$ cat src/rtl/ahb_apb_bridge_if.sv
`default_nettype none
// ============================================================================
//  Module   : ahb_apb_bridge_if
//  Brief    : AHB-lite target and APB4 requester signal bundle for the
//             AHB-to-APB bridge. The slave modport is the bridge view; the
//             master modport is the view of the surrounding system.
//  Revision : 1.0  initial release
// ============================================================================
interface ahb_apb_bridge_if #(
    parameter int PADDR_WIDTH = 16
);
    // AHB-lite side
    logic                   HSEL;
    logic [31:0]            HADDR;
    logic [1:0]             HTRANS;
    logic                   HWRITE;
    logic [2:0]             HSIZE;
    logic [2:0]             HBURST;
    logic [3:0]             HPROT;
    logic [31:0]            HWDATA;
    logic [31:0]            HRDATA;
    logic                   HREADY;
    logic [1:0]             HRESP;

    // APB4 side
    logic [PADDR_WIDTH-1:0] PADDR;
    logic                   PSEL;
    logic                   PENABLE;
    logic                   PWRITE;
    logic [31:0]            PWDATA;
    logic [3:0]             PSTRB;
    logic [2:0]             PPROT;
    logic [31:0]            PRDATA;
    logic                   PREADY;
    logic                   PSLVERR;

    modport slave (
        input  HSEL, HADDR, HTRANS, HWRITE, HSIZE, HBURST, HPROT, HWDATA,
        output HRDATA, HREADY, HRESP,
        output PADDR, PSEL, PENABLE, PWRITE, PWDATA, PSTRB, PPROT,
        input  PRDATA, PREADY, PSLVERR
    );

    modport master (
        output HSEL, HADDR, HTRANS, HWRITE, HSIZE, HBURST, HPROT, HWDATA,
        input  HRDATA, HREADY, HRESP,
        input  PADDR, PSEL, PENABLE, PWRITE, PWDATA, PSTRB, PPROT,
        output PRDATA, PREADY, PSLVERR
    );
endinterface
`default_nettype wire

$ cat src/rtl/ahb_apb_bridge.sv
`default_nettype none
// ============================================================================
//  Module   : ahb_apb_bridge
//  Brief    : AHB-lite subordinate converting every accepted AHB transfer
//             (each burst beat included) into one APB4 setup/access pair.
//             Misaligned or oversized transfers get a two-cycle ERROR
//             response without touching APB.
//  Revision : 1.0  initial release
// ============================================================================
module ahb_apb_bridge #(
    parameter int   PADDR_WIDTH  = 16,
    parameter logic PPROT_NONSEC = 1'b1
) (
    input  wire logic        HCLK,
    input  wire logic        HRESETn,
    ahb_apb_bridge_if.slave  bus
);

    typedef enum logic [2:0] {
        S_IDLE   = 3'd0,
        S_LATCH  = 3'd1,
        S_SETUP  = 3'd2,
        S_ACCESS = 3'd3,
        S_DONE   = 3'd4,
        S_ERR1   = 3'd5,
        S_ERR2   = 3'd6
    } state_t;

    state_t                 r_state;
    state_t                 w_state_nxt;

    // Address-phase capture
    logic [PADDR_WIDTH-1:0] r_addr_ph;
    logic                   r_write_ph;
    logic [1:0]             r_size_ph;
    logic [1:0]             r_prot_ph;

    // Registered outputs
    logic [31:0]            r_hrdata;
    logic [PADDR_WIDTH-1:0] r_paddr;
    logic                   r_pwrite;
    logic [31:0]            r_pwdata;
    logic [3:0]             r_pstrb;
    logic [2:0]             r_pprot;

    // Combinational controls
    logic                   w_hready;
    logic [1:0]             w_hresp;
    logic                   w_psel;
    logic                   w_penable;
    logic                   w_accept;
    logic                   w_legal;
    logic [3:0]             w_strb;
    logic                   w_unused_ok;

    // Only NONSEQ/SEQ are real transfers; HREADY gates acceptance.
    assign w_accept = bus.HSEL & bus.HTRANS[1] & w_hready;

    // Alignment / size legality of the live address phase
    assign w_legal = (bus.HSIZE == 3'd0) ||
                     ((bus.HSIZE == 3'd1) && !bus.HADDR[0]) ||
                     ((bus.HSIZE == 3'd2) && (bus.HADDR[1:0] == 2'b00));

    // Burst type, BUSY/SEQ distinction and upper address/prot bits carry no meaning here
    assign w_unused_ok = ^{bus.HBURST, bus.HTRANS[0], bus.HADDR, bus.HPROT[3:2]};

    // Byte-lane strobes derived from the registered size and low address bits
    always_comb begin
        w_strb = 4'b0000;
        case (r_size_ph)
            2'd0:    w_strb = 4'b0001 << r_addr_ph[1:0];
            2'd1:    w_strb = r_addr_ph[1] ? 4'b1100 : 4'b0011;
            default: w_strb = 4'b1111;
        endcase
    end

    // State register
    always_ff @(posedge HCLK or negedge HRESETn) begin
        if (!HRESETn) begin
            r_state <= S_IDLE;
        end else begin
            r_state <= w_state_nxt;
        end
    end

    // Next-state decode and per-state handshake outputs
    always_comb begin
        w_state_nxt = r_state;
        w_hready    = 1'b1;
        w_hresp     = 2'b00;
        w_psel      = 1'b0;
        w_penable   = 1'b0;
        case (r_state)
            S_IDLE, S_DONE, S_ERR2: begin
                if (r_state == S_ERR2) begin
                    w_hresp = 2'b01;
                end
                if (w_accept) begin
                    w_state_nxt = w_legal ? S_LATCH : S_ERR1;
                end else begin
                    w_state_nxt = S_IDLE;
                end
            end
            S_LATCH: begin
                w_hready    = 1'b0;
                w_state_nxt = S_SETUP;
            end
            S_SETUP: begin
                w_hready    = 1'b0;
                w_psel      = 1'b1;
                w_state_nxt = S_ACCESS;
            end
            S_ACCESS: begin
                w_hready  = 1'b0;
                w_psel    = 1'b1;
                w_penable = 1'b1;
                if (bus.PREADY) begin
                    w_state_nxt = bus.PSLVERR ? S_ERR1 : S_DONE;
                end
            end
            S_ERR1: begin
                w_hready    = 1'b0;
                w_hresp     = 2'b01;
                w_state_nxt = S_ERR2;
            end
            default: begin
                w_state_nxt = S_IDLE;
            end
        endcase
    end

    // Capture the AHB address phase whenever a transfer is accepted
    always_ff @(posedge HCLK or negedge HRESETn) begin
        if (!HRESETn) begin
            r_addr_ph  <= '0;
            r_write_ph <= 1'b0;
            r_size_ph  <= 2'd0;
            r_prot_ph  <= 2'd0;
        end else if (w_accept) begin
            r_addr_ph  <= bus.HADDR[PADDR_WIDTH-1:0];
            r_write_ph <= bus.HWRITE;
            r_size_ph  <= bus.HSIZE[1:0];
            r_prot_ph  <= bus.HPROT[1:0];
        end
    end

    // APB request fields load in LATCH and hold until the next transfer
    always_ff @(posedge HCLK or negedge HRESETn) begin
        if (!HRESETn) begin
            r_paddr  <= '0;
            r_pwrite <= 1'b0;
            r_pwdata <= 32'd0;
            r_pstrb  <= 4'b0000;
            r_pprot  <= 3'b000;
        end else if (r_state == S_LATCH) begin
            r_paddr  <= r_addr_ph;
            r_pwrite <= r_write_ph;
            r_pstrb  <= r_write_ph ? w_strb : 4'b0000;
            r_pprot  <= {~r_prot_ph[0], PPROT_NONSEC, r_prot_ph[1]};
            if (r_write_ph) begin
                r_pwdata <= bus.HWDATA;
            end
        end
    end

    // Read data is captured only on an error-free read completion
    always_ff @(posedge HCLK or negedge HRESETn) begin
        if (!HRESETn) begin
            r_hrdata <= 32'd0;
        end else if ((r_state == S_ACCESS) && bus.PREADY && !bus.PSLVERR && !r_pwrite) begin
            r_hrdata <= bus.PRDATA;
        end
    end

    assign bus.HRDATA  = r_hrdata;
    assign bus.HREADY  = w_hready;
    assign bus.HRESP   = w_hresp;
    assign bus.PADDR   = r_paddr;
    assign bus.PSEL    = w_psel;
    assign bus.PENABLE = w_penable;
    assign bus.PWRITE  = r_pwrite;
    assign bus.PWDATA  = r_pwdata;
    assign bus.PSTRB   = r_pstrb;
    assign bus.PPROT   = r_pprot;

endmodule
`default_nettype wire

$ cat src/flat_wrapper.sv
// flat-port wrapper written by rule: the top's interface ports become plain ports
module ahb_apb_bridge_flat 
#(
    parameter int   PADDR_WIDTH  = 16,
    parameter logic PPROT_NONSEC = 1'b1
)
  (HCLK, HRESETn, bus_HSEL, bus_HADDR, bus_HTRANS, bus_HWRITE, bus_HSIZE, bus_HBURST, bus_HPROT, bus_HWDATA, bus_HRDATA, bus_HREADY, bus_HRESP, bus_PADDR, bus_PSEL, bus_PENABLE, bus_PWRITE, bus_PWDATA, bus_PSTRB, bus_PPROT, bus_PRDATA, bus_PREADY, bus_PSLVERR);
  ahb_apb_bridge_if #(.PADDR_WIDTH(PADDR_WIDTH)) bus_i ();
  input  wire logic HCLK;
  input  wire logic HRESETn;
  input wire logic [$bits(bus_i.HSEL)-1:0] bus_HSEL;
  input wire logic [$bits(bus_i.HADDR)-1:0] bus_HADDR;
  input wire logic [$bits(bus_i.HTRANS)-1:0] bus_HTRANS;
  input wire logic [$bits(bus_i.HWRITE)-1:0] bus_HWRITE;
  input wire logic [$bits(bus_i.HSIZE)-1:0] bus_HSIZE;
  input wire logic [$bits(bus_i.HBURST)-1:0] bus_HBURST;
  input wire logic [$bits(bus_i.HPROT)-1:0] bus_HPROT;
  input wire logic [$bits(bus_i.HWDATA)-1:0] bus_HWDATA;
  output wire logic [$bits(bus_i.HRDATA)-1:0] bus_HRDATA;
  output wire logic [$bits(bus_i.HREADY)-1:0] bus_HREADY;
  output wire logic [$bits(bus_i.HRESP)-1:0] bus_HRESP;
  output wire logic [$bits(bus_i.PADDR)-1:0] bus_PADDR;
  output wire logic [$bits(bus_i.PSEL)-1:0] bus_PSEL;
  output wire logic [$bits(bus_i.PENABLE)-1:0] bus_PENABLE;
  output wire logic [$bits(bus_i.PWRITE)-1:0] bus_PWRITE;
  output wire logic [$bits(bus_i.PWDATA)-1:0] bus_PWDATA;
  output wire logic [$bits(bus_i.PSTRB)-1:0] bus_PSTRB;
  output wire logic [$bits(bus_i.PPROT)-1:0] bus_PPROT;
  input wire logic [$bits(bus_i.PRDATA)-1:0] bus_PRDATA;
  input wire logic [$bits(bus_i.PREADY)-1:0] bus_PREADY;
  input wire logic [$bits(bus_i.PSLVERR)-1:0] bus_PSLVERR;
  assign bus_i.HSEL = bus_HSEL;
  assign bus_i.HADDR = bus_HADDR;
  assign bus_i.HTRANS = bus_HTRANS;
  assign bus_i.HWRITE = bus_HWRITE;
  assign bus_i.HSIZE = bus_HSIZE;
  assign bus_i.HBURST = bus_HBURST;
  assign bus_i.HPROT = bus_HPROT;
  assign bus_i.HWDATA = bus_HWDATA;
  assign bus_HRDATA = bus_i.HRDATA;
  assign bus_HREADY = bus_i.HREADY;
  assign bus_HRESP = bus_i.HRESP;
  assign bus_PADDR = bus_i.PADDR;
  assign bus_PSEL = bus_i.PSEL;
  assign bus_PENABLE = bus_i.PENABLE;
  assign bus_PWRITE = bus_i.PWRITE;
  assign bus_PWDATA = bus_i.PWDATA;
  assign bus_PSTRB = bus_i.PSTRB;
  assign bus_PPROT = bus_i.PPROT;
  assign bus_i.PRDATA = bus_PRDATA;
  assign bus_i.PREADY = bus_PREADY;
  assign bus_i.PSLVERR = bus_PSLVERR;
  ahb_apb_bridge #(.PADDR_WIDTH(PADDR_WIDTH), .PPROT_NONSEC(PPROT_NONSEC)) u_core (.HCLK(HCLK), .HRESETn(HRESETn), .bus(bus_i));
endmodule
$ cat config.mk
export PLATFORM = sky130hd
export DESIGN_NAME = ahb_apb_bridge_flat
export DESIGN_NICKNAME = d
export VERILOG_FILES = /design/src/rtl/ahb_apb_bridge_if.sv /design/src/rtl/ahb_apb_bridge.sv /design/src/flat_wrapper.sv
export SDC_FILE = /design/constraint.sdc
export NUM_CORES = 1
export LEC_CHECK = 0
export CAP_MARGIN = 40
export CELL_PAD_IN_SITES_DETAIL_PLACEMENT = 2
export CELL_PAD_IN_SITES_GLOBAL_PLACEMENT = 2
export CORE_AREA = 2 2 133 135
export CTS_CLUSTER_SIZE = 24
export DETAILED_ROUTE_END_ITERATION = 6
export DIE_AREA = 0 0 135 137
export GPL_ROUTABILITY_DRIVEN = 0
export PLACE_DENSITY = 0.86
export SYNTH_ARGS = -nofsm -noshare
export SYNTH_HDL_FRONTEND = slang
export SYNTH_SLANG_ARGS = --single-unit
$ cat constraint.sdc
create_clock -name HCLK -period 3.8 [get_ports HCLK]
set_input_delay 0.57 -clock HCLK [delete_from_list [all_inputs] [get_ports HCLK]]
set_output_delay 0.57 -clock HCLK [all_outputs]
set_load 0.02 [all_outputs]
# Word-level counts from Yosys, hierarchy flattened
# Cells that the tools add are included.
[classes]
eq_ne = 10
shift = 1
n_mux = 13
bitwise = 3
reduce_logical = 18
[ops]
columns = ["op", "count"]
rows = [
  ["$pmux W3 S5", 1],
  ["$eq A3 B2 Y1 const B", 3],
  ["$eq A3 B3 Y1 const B", 3],
  ["$mux W3", 3],
  ["$mux W4", 2],
  ["$pmux W4 S2", 1],
  ["$eq A3 B1 Y1 const B", 2],
  ["$logic_not A3 Y1", 2],
  ["$logic_and A1 B1 Y1", 5],
  ["$mux W1", 5],
  ["$logic_not A2 Y1", 2],
  ["$pmux W2 S2", 1],
  ["$reduce_or A4 Y1", 1],
  ["$shl A1 B2 Y4 const A", 1],
  ["$logic_not A1 Y1", 3],
  ["$reduce_or A3 Y1", 1],
  ["$and A1 B1 Y1", 2],
  ["$eq A2 B1 Y1 const B", 1],
  ["$logic_or A1 B1 Y1", 2],
  ["$ne A2 B2 Y1 const B", 1],
  ["$reduce_and A2 Y1", 1],
  ["$reduce_or A2 Y1", 1],
  ["$not A1 Y1", 1],
]
[word_totals]
register_bits = 112
input_bits = 114
elab_cells = 56

# Depth between registers and ports, before layout
[depth]
word_depth = 7
depth_mapped = 6
ltp_nobuf = 3

# Worst setup path after synthesis
# Ideal clock, no wire load.
[synth_path]
kind = "reg2reg"
startpoint = "reg u_core.r_state[1]"
endpoint = "reg u_core.r_addr_ph[0]"
t_arrival_ns = 1.533
setup_slack_ns = 2.142
path_stages_with_launch = 6
n_path_buf = 2
path_cell_list = "dfrtp_1 -> nor2b_1 -> buf_2 -> nor3_4 -> buf_4 -> mux2_2"
[synth_between]
elab_chain_len = 4
word_cells_on_any_way = 7
cone_classes = "4 x eq/ne; 1 x mux; 1 x bitwise; 1 x reduce/logical"
[synth_rtl]
columns = ["item", "line", "text"]
rows = [
  ["start: declaration", "ahb_apb_bridge.sv:29", "state_t r_state;"],
  ["start signal: assignment", "ahb_apb_bridge.sv:82", "r_state <= w_state_nxt;"],
  ["$eq A3 B2 Y1 (tied with other cells)", "ahb_apb_bridge.sv:93", "case (r_state)"],
  ["$reduce_or A4 Y1 (no source line) *", "--", ""],
  ["$mux W1 *", "ahb_apb_bridge.sv:93", ""],
  ["$and A1 B1 Y1 *", "ahb_apb_bridge.sv:57", "assign w_accept = bus.HSEL & bus.HTRANS[1] & w_hready;"],
  ["end signal: assignment", "ahb_apb_bridge.sv:140", "r_addr_ph <= bus.HADDR[PADDR_WIDTH-1:0];"],
  ["end: declaration", "ahb_apb_bridge.sv:33", "logic [PADDR_WIDTH-1:0] r_addr_ph;"],
]
# Mark *: on every way between the ends. The rest lies on a longest branch, timed or not.
# A chain may end at the register's enable or synchronous reset.

# Worst setup path after layout
[layout_path]
startpoint = "reg u_core.r_state[1]"
endpoint = "out bus_PENABLE"
[layout_between]
elab_chain_len = 2
[layout_rtl]
columns = ["item", "line", "text"]
rows = [
  ["$eq A3 B2 Y1", "ahb_apb_bridge.sv:93", ""],
  ["$mux W1", "ahb_apb_bridge.sv:93", ""],
  ["end: declaration", "flat_wrapper.sv:24", "output wire logic [$bits(bus_i.PENABLE)-1:0] bus_PENABLE;"],
]
# Every way passes these cells.

==> flow_metrics.tcl <==
set metrics [dict create \
    max_freq_mhz 354 \
    clk_latency_ps 360 \
    design.final.nets 606 \
    fin_worst_skew_ps 12.4 \
    detailedRoute.firstIterationViolations 73 \
    core_region_area_um2 17100 \
    grt.busiest_layer "met2" \
    max-cap-violations 0 \
    finalSetupTns_ps 0 \
    irDropWorstVdd_mv 0.291 \
    timing.critical_path.required_ps 3230 \
    numPortBuffers 183 \
    p_per_area_nw_per_um2 856 \
    combinational_family_with_the_most_area_after_synthesis "multiplexers" \
    number_of_buffers_on_the_longest_clock_path 2 \
    area_delta_synth_final_pct 50.9 \
    die_h_um 137 \
    vias_in_the_first_global_route 3623 \
    finalSetupViolCount 0 \
    timing_hold_violations_final 0 \
    cts_repair_resize_count 0 \
    vias_per_cell 4.32 \
    finish.cell_count_without_fillers 722 \
    residual_drc_count 0 \
    tightestPinTransition_ps 727 \
    routed_wl_um 12900 \
    worst-path-max-fanout 8 \
    row_count 48 \
    detailed_routing_iterations_pass_1 4 \
    slew-limit-headroom 0.515 \
    grt_antenna_before_repair 0 \
    start_util 0.265 \
    unrepaired_setup_endpoints_after_global_routing "false" \
    final.period_utilization 0.744 \
    crit_buf_inv 1 \
    gr-usage-all-layers 0.143 \
    total_leakage_power_uw 0.00301 \
    tritoncts.num_buffers 9 \
    synth_area_um2 4510 \
    syn-num-nets 424 \
    yosys_warnings 0 \
    cts_tree "yes" \
    clkTransAtPathRegs_ps 80 \
    grt_max_degree 59 \
    dpl.hpwl_um 9610 \
    top_level_ports 207 \
    whs_ps 253 \
    design.die.area_um2 18500 \
    worst_setup_path_start_kind "flop" \
    netlist_instances 310 \
    globalRouteOverflowTotal 0 \
    arrival_ps 2260 \
    hold_path.class "primary input to asynchronous set/reset pin" \
    die_w_um 135 \
    synth_sequential_area_ratio 0.621 \
    timing.final.crit_period_ps 2830 \
    totalPowerFinal_uw 5830 \
    first_pass_grt_wire_length_um 20100 \
    synthesis.area_per_instance_um2 14.6 \
    cts_root_buf "clkbuf_16" \
    groute.layer.met1.usage 0.154 \
    grtUsageMet2 0.261 \
    final_antenna_net_count 0 \
    biggest_area_contributors_in_the_synthesized_netlist "dfrtp_1 (62%), mux2_2 (11%), mux2_4 (10%)" \
    synthXorXnorAreaFrac 0 \
    htree_levels 3 \
    crit_path_cell_trace "nor2b_1 -> and2_1 -> clkdlybuf4s50_1" \
    cts_hold_buffers 0 \
    post_synth_num_cell_types 32 \
    synth.top_cell.area_share 0.621 \
    clock-sinks 112 \
    synth.ff_latch_count 112 \
    synth-compound-area-share 0.0247 \
    worst-setup-path-type "flop to output pin" \
    met3_usage 0.0456 \
    synthAdderAreaFrac 0 \
    final_design_utilization 0.399 \
    number_of_placed_cells_counting_well_taps 706 \
    cp_top_delay_family "simple AND/OR/NAND/NOR gates" \
    cts_post_setup_buffers_inserted 0 \
    r2r_setup_slack_ps 1710 \
    outcome "complete, no violations" \
    synth_mux_area_frac 0.239 \
    cpPeakStageDelay_ps 640 \
    crit_slowest_cell "clkdlybuf4s50_1" \
    synth_top_area_cell "dfrtp_1" \
    drive_gt1_frac 0.209 \
    routedWlPerCell_um 17.9 \
    synthSimpleGateAreaFrac 0.0771 \
    route.vias.total 3119 \
    antenna-diode-count 0 \
    crit_path_end_kind "output pin" \
    slew_viol_final 0 \
]
-- state kept, by name, indices dropped and copies added (netlist names) --
register / count
u_core.bus.PWRITE: 1
u_core.bus.PWDATA: 32
u_core.bus.HRDATA: 32
u_core.r_prot_ph: 2
u_core.bus.PPROT: 3
u_core.r_state: 3
u_core.r_write_ph: 1
u_core.r_addr_ph: 16
u_core.bus.PSTRB: 4
u_core.r_size_ph: 2
u_core.bus.PADDR: 16
-- area by class of cell --
| type | count | area, um2 |
|---|---|---|
| sequential | 112 | 2800 |
| fill | 1728 | 10200 |
| timing repair buffer | 188 | 1890 |
| clock inverter | 6 | 45.0 |
| multi-input combinational | 179 | 1540 |
| clock buffer | 10 | 239 |
| tap | 225 | 282 |
| inverter | 2 | 7.51 |
-- synth_stat cells (all sizes together) --
cell and number:
dfrtp 112, mux2 85, nand2 59, buf 14, o21ai 6, a21oi 3
clkbuf 3, nor3 3, a22o 2, and2 2, inv 2, nand2b 2
nor2 2, nor2b 2, o21bai 2, a21o 1, a2bb2oi 1, and2b 1
conb 1, mux2i 1, nand4bb 1, nor3b 1, o21a 1, o21ba 1
or3 1, or3b 1
-- metrics by stage --
stage	worst slack (ps)	area, um2
floorplan	2140	4510
global placement	1180	6510
detailed placement	1330	6530
CTS	916	6810
global route	774	6810
finish	973	6810
-- power by group --
group | internal, uW | leakage (uW) | switching (uW)
clock network | 466 | 0.000142 | 453
registers | 1770 | 0.00136 | 364
logic | 1490 | 0.00150 | 1290
total | 3730 | 0.00301 | 2100
-- worst paths after layout --
kind	from	endpoint	depth (start not counted)
worst max-delay path	u_core.r_state[1]	bus_PENABLE	3
worst min-delay path	HRESETn	u_core.bus.PWDATA[21]	1
worst max register to register	u_core.r_state[0]	u_core.bus.PWDATA[5]	5
worst min register to register	u_core.r_addr_ph[7]	u_core.bus.PADDR[7]	2
max in group asynchronous	HRESETn	u_core.bus.PADDR[8]	2
min in group HCLK	u_core.r_addr_ph[7]	u_core.bus.PADDR[7]	2
-- worst register-to-register path, stage by stage (launching register included) --
cell	delay [ps]
dfrtp_1	510
nor3b_4	230
buf_4	270
and2_1	160
buf_4	380
mux2_2	420
-- kinds of logic (layout without fill, tap and decap cells) --
group / after synthesis / count (layout)
AOI/OAI and AO/OA: 17 / 17
other: 1 / 1
DFF: 112 / 112
buffers and inverters: 19 / 206
muxes: 86 / 86
and+or+nand+nor: 75 / 75
-- layout by cell type (no fill, tap or decap), types with 2 or more instances in the layout --
cell type,count
nor2_1,2
nand2b_1,2
nand2_1,59
clkinv_4,4
clkinv_2,2
o21ai_0,6
o21bai_1,2
a21oi_1,3
clkdlybuf4s50_1,182
mux2_4,30
nor3_1,2
dfrtp_1,112
nor2b_1,2
a22o_1,2
inv_1,2
clkbuf_16,9
mux2_2,46
and2_1,2
buf_4,4
buf_12,2
mux2_1,9
-- routing by layer --
metal | part of all wire | vias up
li1 | - | 1402
met1 | 0.38 | 1576
met2 | 0.52 | 125
met3 | 0.074 | 16
met4 | 0.020 | 0
met5 | 0 | -
No activity file was read; power rests on OpenSTA's default activity.
